<file path="src/rtl/ysyx_22040127_memaccess.sv">
// RV64 memory-access stage: byte-lane store/load formatting over a valid/ready data bus.
// Optional macro YSYX_22040127_MISALIGN_TRAP_EN turns misaligned accesses into out_exc traps.
module ysyx_22040127_memaccess #(
    parameter int XLEN   = 64,
    parameter int ADDR_W = 64
) (
    input  logic              clk,
    input  logic              rst,
    input  logic              in_valid,
    output logic              in_ready,
    input  logic [XLEN-1:0]   in_alu,
    input  logic [XLEN-1:0]   in_wdata,
    input  logic [2:0]        in_funct3,
    input  logic              in_load,
    input  logic              in_store,
    input  logic [4:0]        in_rd,
    output logic              mem_req_valid,
    input  logic              mem_req_ready,
    output logic [ADDR_W-1:0] mem_req_addr,
    output logic              mem_req_wen,
    output logic [XLEN-1:0]   mem_req_wdata,
    output logic [7:0]        mem_req_wmask,
    input  logic              mem_resp_valid,
    input  logic [XLEN-1:0]   mem_resp_rdata,
    output logic              out_valid,
    input  logic              out_ready,
    output logic [XLEN-1:0]   out_data,
    output logic [4:0]        out_rd,
    output logic              out_exc
);

    typedef enum logic [1:0] {
        S_IDLE,
        S_REQ,
        S_WAIT,
        S_DONE
    } state_t;

    state_t state, state_nx;

    logic [ADDR_W-1:0] addr_q;
    logic [XLEN-1:0]   wdata_q;
    logic [2:0]        funct3_q;
    logic              ld_q;
    logic              st_q;

    logic              accept;
    logic              mem_op;
    logic              misalign;
    logic [2:0]        off;
    logic [7:0]        lane_mask;
    logic [XLEN-1:0]   rshift;
    logic [XLEN-1:0]   load_data;

    assign accept = in_valid && (state == S_IDLE);
    assign mem_op = in_load || in_store;
    assign off    = addr_q[2:0];

`ifdef YSYX_22040127_MISALIGN_TRAP_EN
    always_comb begin
        misalign = 1'b0;
        if (mem_op) begin
            case (in_funct3[1:0])
                2'b01:   misalign = in_alu[0];
                2'b10:   misalign = |in_alu[1:0];
                2'b11:   misalign = |in_alu[2:0];
                default: misalign = 1'b0;
            endcase
        end
    end
`else
    assign misalign = 1'b0;
`endif

    always_ff @(posedge clk) begin
        if (!rst) begin
            state <= S_IDLE;
        end else begin
            state <= state_nx;
        end
    end

    always_comb begin
        state_nx = state;
        case (state)
            S_IDLE: if (in_valid) state_nx = (mem_op && !misalign) ? S_REQ : S_DONE;
            S_REQ:  if (mem_req_ready) state_nx = S_WAIT;
            S_WAIT: if (mem_resp_valid) state_nx = S_DONE;
            S_DONE: if (out_ready) state_nx = S_IDLE;
            default: state_nx = S_IDLE;
        endcase
    end

    always_comb begin
        in_ready      = (state == S_IDLE);
        mem_req_valid = (state == S_REQ);
        out_valid     = (state == S_DONE);
        mem_req_wen   = (state == S_REQ) && st_q;
        mem_req_wmask = (state == S_REQ) ? lane_mask : '0;
    end

    // Shifting within 8 bits drops lanes past 7, giving a truncated misaligned access.
    always_comb begin
        case (funct3_q[1:0])
            2'b00:   lane_mask = 8'h01 << off;
            2'b01:   lane_mask = 8'h03 << off;
            2'b10:   lane_mask = 8'h0F << off;
            default: lane_mask = 8'hFF;
        endcase
    end

    assign mem_req_addr  = {addr_q[ADDR_W-1:3], 3'b000};
    assign mem_req_wdata = wdata_q << {off, 3'b000};
    assign rshift        = mem_resp_rdata >> {off, 3'b000};

    always_comb begin
        case (funct3_q)
            3'b000:  load_data = {{(XLEN-8){rshift[7]}},   rshift[7:0]};
            3'b001:  load_data = {{(XLEN-16){rshift[15]}}, rshift[15:0]};
            3'b010:  load_data = {{(XLEN-32){rshift[31]}}, rshift[31:0]};
            3'b100:  load_data = {{(XLEN-8){1'b0}},  rshift[7:0]};
            3'b101:  load_data = {{(XLEN-16){1'b0}}, rshift[15:0]};
            3'b110:  load_data = {{(XLEN-32){1'b0}}, rshift[31:0]};
            default: load_data = rshift;
        endcase
    end

    always_ff @(posedge clk) begin
        if (!rst) begin
            addr_q   <= '0;
            wdata_q  <= '0;
            funct3_q <= '0;
            ld_q     <= 1'b0;
            st_q     <= 1'b0;
            out_data <= '0;
            out_rd   <= '0;
            out_exc  <= 1'b0;
        end else begin
            if (accept) begin
                addr_q   <= in_alu[ADDR_W-1:0];
                wdata_q  <= in_wdata;
                funct3_q <= in_funct3;
                ld_q     <= in_load;
                st_q     <= in_store && !in_load;
                out_exc  <= misalign;
                if (misalign) begin
                    out_data <= in_alu;
                    out_rd   <= '0;
                end else if (in_load) begin
                    out_data <= '0;
                    out_rd   <= in_rd;
                end else if (in_store) begin
                    out_data <= '0;
                    out_rd   <= '0;
                end else begin
                    out_data <= in_alu;
                    out_rd   <= in_rd;
                end
            end
            if ((state == S_WAIT) && mem_resp_valid && ld_q) begin
                out_data <= load_data;
            end
        end
    end

endmodule

</file>
<file path="config.mk">
export PLATFORM = sky130hd
export DESIGN_NAME = ysyx_22040127_memaccess
export DESIGN_NICKNAME = d
export VERILOG_FILES = /design/src/rtl/ysyx_22040127_memaccess.sv
export SDC_FILE = /design/constraint.sdc
export NUM_CORES = 1
export LEC_CHECK = 0
export CAP_MARGIN = 20
export CORE_ASPECT_RATIO = 0.6
export CORE_UTILIZATION = 47
export DETAILED_ROUTE_END_ITERATION = 7
export MAX_ROUTING_LAYER = met4
export PLACE_DENSITY = 0.81
export REMOVE_ABC_BUFFERS = 1
export SKIP_CTS_REPAIR_TIMING = 1
export SLEW_MARGIN = 20
export SYNTH_ARGS = -nofsm -noshare
export SYNTH_HDL_FRONTEND = slang
export SYNTH_SLANG_ARGS = --single-unit
</file>
<file path="constraint.sdc">
create_clock -name clk -period 2.6 [get_ports clk]
set_input_delay 0.65 -clock clk [delete_from_list [all_inputs] [get_ports clk]]
set_output_delay 0.65 -clock clk [all_outputs]
set_load 0.01 [all_outputs]
</file>
==> qor.txt <==
final setup violating endpoints -> 23
Die Area -> 27000 um^2
Area growth syn-to-layout -> 46.2%
skew final -> 0.0175 ns
worst-path maximum fanout -> 7
fill cell count -> 1988
Yosys reg bits -> 204
port bufs -> 413
Post-synth ARST share -> 0%
fin crit share -> 110%
type of the tightest min-delay check -> reg -> reg
setup_tns -> -1.48 ns
slowest CP cell -> dfxtp_4
core area -> 25600 um^2
Post-synth EDFFs -> 0
most frequent cells in the layout -> 340 x clkdlybuf4s50_1, 329 x nand2_1, 201 x dfxtp_1
Place WS -> -0.0917 ns
YS warnings -> 0
post-route ant nets -> 0
crit path DAT -> 2.20 ns
Crit path max-delay family -> buffers and inverters
Critical Path End Type -> output port
number of cells produced by synthesis -> 1513
number of global-route vias before repair -> 12111
WHS -> 0.453 ns
I/O pins -> 418
DP HPWL -> 35600 um
Rows -> 45
vias post-DR -> 13408
CTS tree -> built
max_slew headroom -> 21.5%
register area share after synthesis -> 33.0%
First DRT Iteration DRCs -> 1412
buffers and inverters on the worst path -> 3
Power Dens Cells -> 750 nW/um^2
max_cap viols -> 0
fin. max-slew vios -> 0
actual slew at the worst max-slew pin -> 1.17 ns
Tot Pwr -> 13600 uW
final WL -> 50200 um
Max clock buf depth -> 3
largest net degree at the start of global routing -> 70
Static Leak -> 0.00698 uW
CP Launch Type -> flop
violated checks -> setup timing
DRT Pass-1 Iters -> 5
Largest stage delay, worst path -> 0.44 ns
Die Y -> 128 um
share of layout cells above drive strength 1 -> 19.2%
layout net count -> 2094
RSZ-0062 raised after global routing -> true
TritonCTS buffer count -> 22
final hold violation count -> 0
Post-Syn Area -> 12400 um^2
syn_area_per_cell -> 8.18 um^2
Avg WL per Cell -> 22.3 um
htree depth -> 1
Yosys cell types -> 53
DR vias/cell -> 5.97
worst-path cell chain -> buf_4, buf_4, mux2i_1, nor2_1, a31oi_1, nor2_1, o31a_1, dlymetal6s2s_1
Clock Pin Slew Worst Setup and Hold Paths -> 0.06 ns
main flop type after synthesis -> dfxtp_1
Max Fclk -> 350 MHz
GRT overflow -> 0
GPL Wtd Cong -> 0.957
WP data required -> 1.95 ns
min Tclk post-route -> 2.85 ns
status -> complete, but fails checks
Worst Path Class, Setup -> reg -> out
Clock Sinks -> 204
setup ws final -> -0.254 ns
worst skew pair latency -> 0.52 ns
die width -> 212 um
drc violations -> 0
Total Routing Usage GR -> 35.4%
Initial Util -> 48.4%
first-pass GRT wire length -> 72000 um
initial antenna violation count -> 3
clock root cell -> clkbuf_16
leading cell type in the layout, fill and taps excluded -> clkdlybuf4s50_1
Peak VDD IR -> 0.499 mV
==> cells in the mapped netlist (2+ instances only) <==
library cell    n  area share (%)
o2bb2ai_1       4            0.28
a2bb2oi_1       8            0.57
buf_1          10            0.30
ha_1           10             1.0
o21ai_0        40             1.6
inv_1          11            0.33
o22ai_1        24             1.2
and2_1          5            0.25
mux2i_1       124              10
a22oi_1        37             2.2
a21o_1          2            0.12
nor2b_1        19            0.96
o21a_1          6            0.36
a221o_1         3            0.24
buf_6           5            0.45
mux4_2         18             3.3
a221oi_1       63             4.5
a211oi_2       39             3.9
nand3b_1        3            0.18
or2_2           3            0.15
and3_1         16            0.81
a31oi_1         2            0.10
a21oi_1       176             7.1
clkbuf_1       87             2.6
mux2_2         31             2.8
o311a_1         3            0.24
nand3_1         3            0.12
nor2_1         78             2.4
buf_2          28             1.1
dfxtp_1       204              33
nand2_1       330              10
nand2b_1        3            0.15
a211oi_1       18             1.1
buf_4          73             4.4
nor3_1          9            0.36
==> area by class of cell <==
cell class,count,area (um^2),share of cell area (%)
Clock inverter,6,42.5,0.235
Inverter,13,53.8,0.297
Multi-Input combinational cell,1096,7450,41.2
Tap cell,352,440,2.43
Clock buffer,32,661,3.65
Sequential cell,204,4100,22.6
Antenna cell,3,7.51,0.0415
Timing Repair Buffer,539,5350,29.5
==> metrics by stage <==
stage / util [%] / instance area [um^2] / instances
6_report: 70.8 / 18100 / 2245
5_1_grt: 70.8 / 18100 / 2245
4_1_cts: 68.4 / 17500 / 2196
3_5_place_dp: 65.6 / 16800 / 2158
3_3_place_gp: 65.6 / 16800 / 2158
2_1_floorplan: - / 11300 / 1313
==> sequential cells by signal, indices dropped and copies added (netlist names) <==
name      flops
addr_q       64
funct3_q      3
ld_q          1
out_data     64
out_rd        5
st_q          1
state         2
wdata_q      64
==> report_power, final <==
group / leakage [uW] / switching, uW / internal [uW]
clock network: 0.000350 / 1380 / 1770
registers: 0.00167 / 409 / 3600
logic: 0.00496 / 3500 / 2930
total: 0.00698 / 5280 / 8300
==> kinds of logic after synthesis <==
| family | share of synthesized area (%) |
|---|---|
| buf+inv | 9.35 |
| flops | 33.0 |
| simple gates | 15.8 |
| other cells | 0.0303 |
| fa+ha+maj | 1.01 |
| compound gates | 24.7 |
| mux | 16.1 |
==> worst paths after layout <==
| kind | startpoint | to | slack [ns] | depth (start not counted) |
|---|---|---|---|---|
| setup / recovery | addr_q[1]$_SDFFE_PN0P_ | mem_req_wmask[4] | -0.25 | 8 |
| hold / removal | addr_q[62]$_SDFFE_PN0P_ | addr_q[62]$_SDFFE_PN0P_ | 0.45 | 2 |
| hold reg to reg | addr_q[62]$_SDFFE_PN0P_ | addr_q[62]$_SDFFE_PN0P_ | 0.45 | 2 |
| setup reg to reg | addr_q[1]$_SDFFE_PN0P_ | out_data[54]$_SDFFE_PN0P_ | 0.06 | 9 |
==> worst min-delay path: stages (launching register included) <==
cell	delay, ns
dfxtp_1	0.31
nand2_1	0.05
a21oi_1	0.05
==> per-layer routing <==
metal / vias up / GRT usage, % / wire, um / part of all wire, %
li1: 6077 / - / - / -
met1: 6481 / 48.0 / 21800 / 43
met2: 754 / 53.2 / 22100 / 44
met3: 96 / 7.42 / 4730 / 9.4
met4: 0 / 9.72 / 1530 / 3.0
met5: - / - / 0 / 0
Note: power is estimated with default switching activity, not from simulation.
